===== src/rtl/uart_rx_control_path.sv =====
`timescale 1ns/1ps
`default_nettype none
// ============================================================================
// Module      : uart_rx_control_path
// Description : UART receiver for the team's TX frame format.
//               Frame = start, 8 data bits LSB first, then either one parity
//               bit or an 8-bit CRC byte (LSB first), then one stop bit.
//               The line is oversampled with an OS_RATE x baud strobe. Each
//               completed frame is presented with a one-clock valid pulse
//               together with data, CRC and error flags.
// Ports       :
//   clk_i        in   system clock
//   rst_i        in   asynchronous active-high reset
//   rx_i         in   serial line (asynchronous, idles high)
//   os_tick_i    in   one-clock strobe at OS_RATE x baud
//   crc_en_i     in   1 = frame carries a CRC byte instead of parity
//   rx_data_o    out  last received data byte
//   rx_crc_o     out  last received CRC byte (held across parity frames)
//   rx_valid_o   out  one-clock pulse when a frame completes
//   parity_err_o out  parity mismatch in last frame (0 for CRC frames)
//   frame_err_o  out  stop bit sampled low in last frame
//   busy_o       out  receiver is inside a frame
// Parameters  :
//   OS_RATE      oversampling ticks per bit; power of 2, minimum 8
//   PARITY_ODD   0 = even parity expected, 1 = odd parity expected
// Revision    : 1.0 - initial release
// ============================================================================
module uart_rx_control_path #(
    parameter int OS_RATE    = 16,
    parameter bit PARITY_ODD = 1'b0
) (
    input  logic       clk_i,
    input  logic       rst_i,
    input  logic       rx_i,
    input  logic       os_tick_i,
    input  logic       crc_en_i,
    output logic [7:0] rx_data_o,
    output logic [7:0] rx_crc_o,
    output logic       rx_valid_o,
    output logic       parity_err_o,
    output logic       frame_err_o,
    output logic       busy_o
);

    localparam int                c_OS_W    = $clog2(OS_RATE);
    // Mid-bit point of the start bit; from here every later sample lands one
    // full bit period later, i.e. at the middle of each following bit.
    localparam logic [c_OS_W-1:0] c_OS_HALF = c_OS_W'(OS_RATE / 2 - 1);
    localparam logic [c_OS_W-1:0] c_OS_LAST = c_OS_W'(OS_RATE - 1);

    typedef enum logic [2:0] {
        RX_IDLE       = 3'd0,
        RX_START_BIT  = 3'd1,
        RX_DATA_BITS  = 3'd2,
        RX_PARITY_BIT = 3'd3,
        RX_CRC        = 3'd4,
        RX_STOP_BIT   = 3'd5
    } t_rx_state;

    // ------------------------------------------------------------------
    // Input synchronizer (resets to the idle line level)
    // ------------------------------------------------------------------
    logic r_sync1;
    logic r_sync2;
    logic w_rxs;

    always_ff @(posedge clk_i or posedge rst_i) begin
        if (rst_i) begin
            r_sync1 <= 1'b1;
            r_sync2 <= 1'b1;
        end else begin
            r_sync1 <= rx_i;
            r_sync2 <= r_sync1;
        end
    end

    assign w_rxs = r_sync2;

    // ------------------------------------------------------------------
    // FSM and counters
    // ------------------------------------------------------------------
    t_rx_state         r_state;
    t_rx_state         w_state_nxt;
    logic [c_OS_W-1:0] r_os_cnt;
    logic [c_OS_W-1:0] w_os_cnt_nxt;
    logic [2:0]        r_bit_cnt;
    logic [2:0]        w_bit_cnt_nxt;
    logic              r_crc_en;

    // One-clock strobes telling the datapath what to capture this cycle
    logic              w_latch_crc_en;
    logic              w_smp_data;
    logic              w_smp_par;
    logic              w_smp_crc;
    logic              w_smp_stop;
    logic              w_os_last;

    assign w_os_last = (r_os_cnt == c_OS_LAST);

    always_ff @(posedge clk_i or posedge rst_i) begin
        if (rst_i) begin
            r_state   <= RX_IDLE;
            r_os_cnt  <= '0;
            r_bit_cnt <= '0;
        end else begin
            r_state   <= w_state_nxt;
            r_os_cnt  <= w_os_cnt_nxt;
            r_bit_cnt <= w_bit_cnt_nxt;
        end
    end

    always_comb begin
        w_state_nxt    = r_state;
        w_os_cnt_nxt   = r_os_cnt;
        w_bit_cnt_nxt  = r_bit_cnt;
        w_latch_crc_en = 1'b0;
        w_smp_data     = 1'b0;
        w_smp_par      = 1'b0;
        w_smp_crc      = 1'b0;
        w_smp_stop     = 1'b0;

        // Nothing moves between oversample strobes
        if (os_tick_i) begin
            case (r_state)
                RX_IDLE: begin
                    if (!w_rxs) begin
                        w_state_nxt  = RX_START_BIT;
                        w_os_cnt_nxt = '0;
                    end
                end

                RX_START_BIT: begin
                    if (r_os_cnt == c_OS_HALF) begin
                        w_os_cnt_nxt = '0;
                        if (w_rxs) begin
                            // Line went back high before mid-start: glitch
                            w_state_nxt = RX_IDLE;
                        end else begin
                            w_latch_crc_en = 1'b1;
                            w_bit_cnt_nxt  = '0;
                            w_state_nxt    = RX_DATA_BITS;
                        end
                    end else begin
                        w_os_cnt_nxt = r_os_cnt + 1'b1;
                    end
                end

                RX_DATA_BITS: begin
                    if (w_os_last) begin
                        w_smp_data    = 1'b1;
                        w_os_cnt_nxt  = '0;
                        w_bit_cnt_nxt = r_bit_cnt + 1'b1;  // wraps 7 -> 0
                        if (r_bit_cnt == 3'd7) begin
                            w_state_nxt = r_crc_en ? RX_CRC : RX_PARITY_BIT;
                        end
                    end else begin
                        w_os_cnt_nxt = r_os_cnt + 1'b1;
                    end
                end

                RX_PARITY_BIT: begin
                    if (w_os_last) begin
                        w_smp_par    = 1'b1;
                        w_os_cnt_nxt = '0;
                        w_state_nxt  = RX_STOP_BIT;
                    end else begin
                        w_os_cnt_nxt = r_os_cnt + 1'b1;
                    end
                end

                RX_CRC: begin
                    if (w_os_last) begin
                        w_smp_crc     = 1'b1;
                        w_os_cnt_nxt  = '0;
                        w_bit_cnt_nxt = r_bit_cnt + 1'b1;
                        if (r_bit_cnt == 3'd7) begin
                            w_state_nxt = RX_STOP_BIT;
                        end
                    end else begin
                        w_os_cnt_nxt = r_os_cnt + 1'b1;
                    end
                end

                RX_STOP_BIT: begin
                    // Leaving at mid-stop leaves half a bit to catch the
                    // start edge of a back-to-back frame.
                    if (w_os_last) begin
                        w_smp_stop   = 1'b1;
                        w_os_cnt_nxt = '0;
                        w_state_nxt  = RX_IDLE;
                    end else begin
                        w_os_cnt_nxt = r_os_cnt + 1'b1;
                    end
                end

                default: begin
                    w_state_nxt  = RX_IDLE;
                    w_os_cnt_nxt = '0;
                end
            endcase
        end
    end

    // ------------------------------------------------------------------
    // Datapath: shift registers and per-frame flags
    // ------------------------------------------------------------------
    logic [7:0] r_data_sh;
    logic [7:0] r_crc_sh;
    logic       r_par_err;

    always_ff @(posedge clk_i or posedge rst_i) begin
        if (rst_i) begin
            r_crc_en  <= 1'b0;
            r_data_sh <= '0;
            r_crc_sh  <= '0;
            r_par_err <= 1'b0;
        end else begin
            // crc_en_i only matters at start-bit confirmation
            if (w_latch_crc_en) begin
                r_crc_en <= crc_en_i;
            end
            if (w_smp_data) begin
                r_data_sh[r_bit_cnt] <= w_rxs;
            end
            if (w_smp_par) begin
                r_par_err <= ((^r_data_sh) ^ w_rxs) != PARITY_ODD;
            end
            if (w_smp_crc) begin
                r_crc_sh[r_bit_cnt] <= w_rxs;
            end
        end
    end

    // ------------------------------------------------------------------
    // Output registers: loaded on the stop sample, so they change (and the
    // valid pulse appears) in the clock following it, then hold.
    // ------------------------------------------------------------------
    logic [7:0] r_rx_data;
    logic [7:0] r_rx_crc;
    logic       r_rx_valid;
    logic       r_parity_err;
    logic       r_frame_err;

    always_ff @(posedge clk_i or posedge rst_i) begin
        if (rst_i) begin
            r_rx_data    <= '0;
            r_rx_crc     <= '0;
            r_rx_valid   <= 1'b0;
            r_parity_err <= 1'b0;
            r_frame_err  <= 1'b0;
        end else begin
            r_rx_valid <= w_smp_stop;
            if (w_smp_stop) begin
                r_rx_data    <= r_data_sh;
                // A stale parity result must not leak into a CRC frame
                r_parity_err <= r_crc_en ? 1'b0 : r_par_err;
                r_frame_err  <= ~w_rxs;
                if (r_crc_en) begin
                    r_rx_crc <= r_crc_sh;
                end
            end
        end
    end

    assign rx_data_o    = r_rx_data;
    assign rx_crc_o     = r_rx_crc;
    assign rx_valid_o   = r_rx_valid;
    assign parity_err_o = r_parity_err;
    assign frame_err_o  = r_frame_err;
    assign busy_o       = (r_state != RX_IDLE);

endmodule
`default_nettype wire


===== config.mk =====
export PLATFORM = sky130hd
export DESIGN_NAME = uart_rx_control_path
export DESIGN_NICKNAME = d
export VERILOG_FILES = /design/src/rtl/uart_rx_control_path.sv
export SDC_FILE = /design/constraint.sdc
export NUM_CORES = 1
export LEC_CHECK = 0
export CORE_MARGIN = 1
export CORE_UTILIZATION = 25
export CTS_BUF_LIST = sky130_fd_sc_hd__clkbuf_8
export CTS_CLUSTER_SIZE = 14
export DETAILED_ROUTE_END_ITERATION = 12
export PLACE_DENSITY_LB_ADDON = 0.05
export SLEW_MARGIN = 20
export SYNTH_ARGS = -nofsm -noshare
export SYNTH_HDL_FRONTEND = slang
export SYNTH_SLANG_ARGS = --single-unit

===== constraint.sdc =====
create_clock -name clk_i -period 4.4 [get_ports clk_i]
set_input_delay 0.44 -clock clk_i [delete_from_list [all_inputs] [get_ports clk_i]]
set_output_delay 0.44 -clock clk_i [all_outputs]
set_load 0.02 [all_outputs]

# Word level (Yosys, flattened, before mapping)
# Cells that the tools add are included.
[totals]
reg_bits = 49
input_bits = 5
output_inout_bits = 20
[op_classes]
n_addsub = 2
magnitude_cmp = 2
eq_ne = 18
mux = 37
n_bitwise = 2
reduce_logical = 11
[op_table]
columns = ["operator", "n"]
rows = [
  ["two-way mux 3 bit", 12],
  ["!= test 2 bit, second input constant", 9],
  ["case mux 3 bit (6 select lines)", 1],
  ["bitwise mux 8 bit", 2],
  ["two-way mux 1 bit", 15],
  ["two-way mux 4 bit", 3],
  ["case mux 4 bit (3 select lines)", 1],
  ["== test 3 bit, second input constant", 3],
  ["AND reduction 9 bit", 1],
  ["XOR reduction 8 bit", 1],
  ["== test 3 x 2 -> 1 bit, second input constant", 2],
  ["case mux 3 bit (2 select lines)", 1],
  ["AND reduction 5 bit", 1],
  ["adder 4 x 1 -> 4 bit, second input constant", 1],
  ["== test 4 x 3 -> 1 bit, second input constant", 1],
  ["== test 4 bit, second input constant", 1],
  ["less-than comparator 3 x 4 -> 1 bit, second input constant", 1],
  ["AND reduction 2 bit", 2],
  ["OR reduction 4 bit", 1],
  ["adder 3 x 1 -> 3 bit, second input constant", 1],
  ["demux 1 bit (select 3 bit)", 1],
  ["== test 3 x 1 -> 1 bit, second input constant", 1],
  ["greater-or-equal comparator 3 x 1 -> 1 bit, second input constant", 1],
  ["logical NOT 3 bit", 1],
  ["8 further kinds", 8],
]

# Longest topological paths before layout
[logic_depth]
ltp_word = 5
depth_mapped = 6
depth_no_buf = 6

# Worst setup path after synthesis
# No wires, ideal clock.
[synth_path]
kind = "register -> register"
from = "reg r_os_cnt[0]"
to = "reg r_rx_crc[0], in the netlist rx_crc_o[0]"
arrival_ns = 1.687
setup_slack_ns = 2.588
stages_incl_launch_ff = 7
n_path_buf = 0
period_less_slack_ns = 1.812
path_cell_list = "dfrtp_1 ha_1 nand4_1 or3_4 inv_6 nand2_4 mux2_4"
[synth_between]
elab_chain_cells = 5
[synth_lines]
columns = ["element", "line_no", "rtl"]
rows = [
  ["start: declaration", "84", "logic [c_OS_W-1:0] r_os_cnt;"],
  ["start signal: assignment", "107", "r_os_cnt <= w_os_cnt_nxt;"],
  ["== test 4 bit", "98", "assign w_os_last = (r_os_cnt == c_OS_LAST);"],
  ["two-way mux 1 bit", "187", "if (w_os_last) begin"],
  ["two-way mux 1 bit", "124", "case (r_state)"],
  ["two-way mux 1 bit", "123", "if (os_tick_i) begin"],
  ["named net w_smp_stop", "95", "logic w_smp_stop;"],
  ["AND reduction 2 bit (no line)", "-", ""],
  ["end signal: assignment", "259", "r_rx_crc <= r_crc_sh;"],
  ["end: declaration", "239", "logic [7:0] r_rx_crc;"],
]
# The timed path passes the listed nets, and every way through them passes these cells.
# A chain may end at the register's enable or synchronous reset.

# Worst setup path after layout
[layout_path]
from = "reg r_state[1]"
to = "out busy_o"
[layout_between]
elab_chain_cells = 1
[layout_lines]
columns = ["element", "line_no", "rtl"]
rows = [
  ["start: declaration", "82", "t_rx_state r_state;"],
  ["start signal: assignment", "106", "r_state <= w_state_nxt;"],
  ["nonzero test 3 bit", "270", "assign busy_o = (r_state != RX_IDLE);"],
  ["end: declaration", "42", "output logic busy_o"],
]
# Every way passes these cells.

==> out/results.txt <==
The run finished with clean final reports. The congestion estimate from routability-driven global placement came to 0.745. The logs give 3710 µm for the detailed placement HPWL and 0.30 ns for the clock latency of the later-clocked register in the worst-skew pair. The area growth from synthesis to layout is 17.6%.

The die covers 10,200 µm². Timing would allow up to 0.412 GHz. Summed over all nets, wire length on met2 after detailed routing comes to 2480 µm.

After Yosys synthesis, full adders, half adders and majority gates account for 1.53% of the synthesized area. Final count of hold timing violations: 0. The combinational power share is 26.6%. The worst flop-to-flop path endpoint was r_data_sh[1]$_DFFE_PP0P_. In this run, synthesis produced a sequential element count of 49. The number of placed I/O pins was 25. The slew at the pin closest to its max-slew limit works out to 0.859 ns. Leakage power of the design: 1.32 nW.

Of the cells placed in the final design, the portion with a size suffix greater than 1 is 16.9%. The number of clock buffers added by TritonCTS is 5. Most common flop cell mapped by yosys: dfrtp_1. The count of filler cells inserted in the layout is 1,010, and the area fraction in compound gates after synthesis is 10.7%. After detailed routing, the total wire length is 5280 µm. Summing all multi-input logic gate instances after layout gives 1130 µm².

Of the post-synthesis cell area, the dominant cell type holds 48.0%. Dividing the detail-routed via count by the number of cells gives 4.40. The detailed router finished its first iteration with 36 violations. Gates resized during post-CTS repair numbered 0. Data on the critical path is required at its endpoint by 3.96 ns. The share of the Yosys chip area taken by registers is 50.1%.

After synthesis, the largest family of logic cells by area is simple AND/OR/NAND/NOR gates. The tools report the worst-case clock buffer depth as 2. The number of endpoints failing setup at the final stage came out at 0. By area the synthesized netlist is led by dfrtp_1 (48%), nand2_1 (7.4%), mux2_2 (6.0%).

The clock network burns 22.2% of the power. Setup repair after global routing left no endpoint under its margin. The sequential cell area was 1230 µm². The relative slew slack was 42.6%. The tools report the launching point of the worst reg2reg path as r_os_cnt[0]$_DFFE_PP0P_. The clock-pin transition on the worst setup and hold timing paths is 0.09 ns.

The via count of the first global-routing pass was 1,697. Number of buffers added for setup after CTS: 0. The tools report the number of buffers added to fix hold violations after cts as 0. In this run the worst setup path terminates at busy_o. The worst hold path class is reg -> reg. The max-cap check violation count was 0; the number of distinct library cell variants in the gate-level netlist after synthesis was 49.

After technology mapping, the gate count stands at 227. The antenna diode count came out at 0. The number of sinks driven by the clock tree was 49; the sum of routed wire segments on met1 was 2530 µm.

In this run switching power makes up 36.9% of total power. The net count of the finished layout is 255. Counting flops with a built-in enable in the synthesized netlist gives 0.

Total global routing track utilization: 11.5%. The tools report the CTS H-tree depth as 2. The detailed router used layers up to and including met4. Between clock sinks in the finished design, the worst skew comes to 0.00610 ns. For this run, design rule violations remaining after detail routing come to 0. After Yosys synthesis, and, or, nand and nor cells account for 18.1% of the synthesized area.

The worst-path maximum fanout was 15. The post-layout total power is 1.20 mW. During synthesis, Yosys emitted a total of 0 warnings. The worst-case IR drop observed on VDD is 0.000179 V.

The reg-to-reg setup timing slack was 2.27 ns. The biggest area contributor in the post-synthesis netlist is dfrtp_1. The count of vias placed by the detailed router is 1,659. The areal power density over the cells is 415 nW/µm², and the final instance area is 2880 µm². The commonest cells after synthesis are nand2_1 (48), dfrtp_1 (47), mux2_2 (13). The mapped netlist covers 2450 µm². For this design the total switching power over the nets is 0.441 mW.

Measured along the x axis, the die boundary spans 101 µm. The number of antenna violations at the first check in global routing came out at 0. In the post-synthesis netlist, the cell with the most instances is nand2_1.

The most critical setup path has its startpoint at r_state[1]$_DFFE_PP0P_. Dividing the detail-routed wire length by the instance count gives 14.0 µm. The root buffer cell chosen for the clock tree is clkbuf_8. The vertical die dimension is 101 µm, and the core outline area is 9370 µm². For the worst setup path, the data arrival time is 1.99 ns. The mean area per synthesized cell is 10.8 µm². TritonCTS built the clock tree. Internal power comes to 0.754 mW. After detailed placement, the total cell area comes to 2790 µm². The worst setup path is launched from a flop. Wire segments on met3 add up to 153 µm in the final route. Fraction of synthesized cell area in xor and xnor cells: 3.42%. The first global-routing pass estimated 8870 µm of wire.

Port buffering added 24 buffers. The proportion of synthesized area in mux cells is 12.3%. The share of the cycle needed by the critical path after routing is 55.1%, and the cell row count is 35.

The worst setup path is captured at an output port. In this run the remaining antenna-violating nets after routing total 0. By startpoint and endpoint, the worst setup path is classified as reg -> out. Entering global routing, the biggest net connects 50 pins. For the finished layout, the period the worst path requires is 2.43 ns. The initial utilization of the core area, before any placement, comes to 26.2%. The tools report the total global routing overflow as 0. Of the total power, registers draw 51.2%. The first detailed-routing pass ran for 4 iterations.

Number of slew-limit violations in the final report: 0. The setup TNS after final layout was 0 ns; the depth of the most critical reg-to-reg path was 5. Fraction of registers with async set/reset: 100%.

The run gives 235 as the post-synthesis net count.
[layer usage]
metal | GRT usage (%) | vias to the layer above
met1 | 14.9 | 785
li1 | - | 834
met5 | 0 | -
met2 | 18.5 | 28
met3 | 2.43 | 12
met4 | 4.68 | 0
[cells by family (layout without fill, tap and decap cells)]
| logic type | count (synthesis) | count (layout) |
|---|---|---|
| adder cells (fa/ha/maj) | 3 | 3 |
| XOR/XNOR | 8 | 8 |
| flip-flops | 49 | 49 |
| AND/OR/NAND/NOR | 89 | 89 |
| multiplexers | 24 | 24 |
| AO/OA/AOI/OAI | 35 | 35 |
| buffers and inverters | 19 | 40 |
[through the flow]
stage                     setup slack, ns  hold WS, ns  util [%]  instances
after detailed placement             1.71        0.347      29.8        369
after global placement               1.73        0.346      29.8        369
after global routing                 1.90        0.371      30.7        377
final                                1.97        0.359      30.7        377
after floorplan                      2.59        0.345         -        227
after CTS                            1.97        0.361      30.7        377
[power by group through the flow]
| stage | Sequential [mW] | Combinational (mW) | Clock [mW] |
|---|---|---|---|
| finish | 0.612 | 0.318 | 0.266 |
| global route | 0.624 | 0.361 | 0.299 |
| CTS | 0.611 | 0.324 | 0.285 |
| detailed placement | 0.620 | 0.322 | 0 |
| global placement | 0.622 | 0.324 | 0 |
| floorplan | 0.542 | 0.326 | 0 |
[cell usage in the layout, fill, tap and decap left out, drive strengths merged, types with 2 or more instances in the layout]
master	count
o221ai	2
o31ai	5
inv	8
nand2	49
or3	2
o21ai	13
nand3	4
dfstp	2
nand2b	2
a21oi	5
xnor2	6
clkinv	3
nor4	2
mux2i	2
clkbuf	5
mux2	22
nand4	4
or2	2
nor2b	4
and2	2
and4b	3
clkdlybuf4s50	24
nor2	5
ha	3
dfrtp	47
nor3	7
[critical path: stages, from the launching register on]
cell and delay [ns]:
dfrtp_1 0.58, or3_1 0.53, clkdlybuf4s50_1 0.58
[registers in the layout (all words and copies together) (netlist names), 3 cells and up]
name / flops
rx_data_o: 8
r_os_cnt: 4
r_state: 3
rx_crc_o: 8
r_data_sh: 8
r_bit_cnt: 3
r_crc_sh: 8
[worst min path at each step]
stage / start / endpoint / slack (ns) / cells past startpoint
2_1_floorplan: r_sync1$_DFF_PP1_ / r_sync2$_DFF_PP1_ / 0.35 / 0
3_3_place_gp: r_sync1$_DFF_PP1_ / r_sync2$_DFF_PP1_ / 0.35 / 0
3_5_place_dp: r_sync1$_DFF_PP1_ / r_sync2$_DFF_PP1_ / 0.35 / 0
4_1_cts: r_sync1$_DFF_PP1_ / r_sync2$_DFF_PP1_ / 0.36 / 0
5_1_grt: r_sync1$_DFF_PP1_ / r_sync2$_DFF_PP1_ / 0.37 / 0
6_report: r_sync1$_DFF_PP1_ / r_sync2$_DFF_PP1_ / 0.36 / 0
[area by class of cell]
class	count	share of cell area (%)
Sequential cell	49	42.6
Timing Repair Buffer	24	8.34
Tap cell	129	5.60
Clock inverter	3	0.608
Inverter	8	1.26
Clock buffer	5	2.39
Multi-Input combinational cell	159	39.2
No activity file was read; power rests on OpenSTA's default activity.
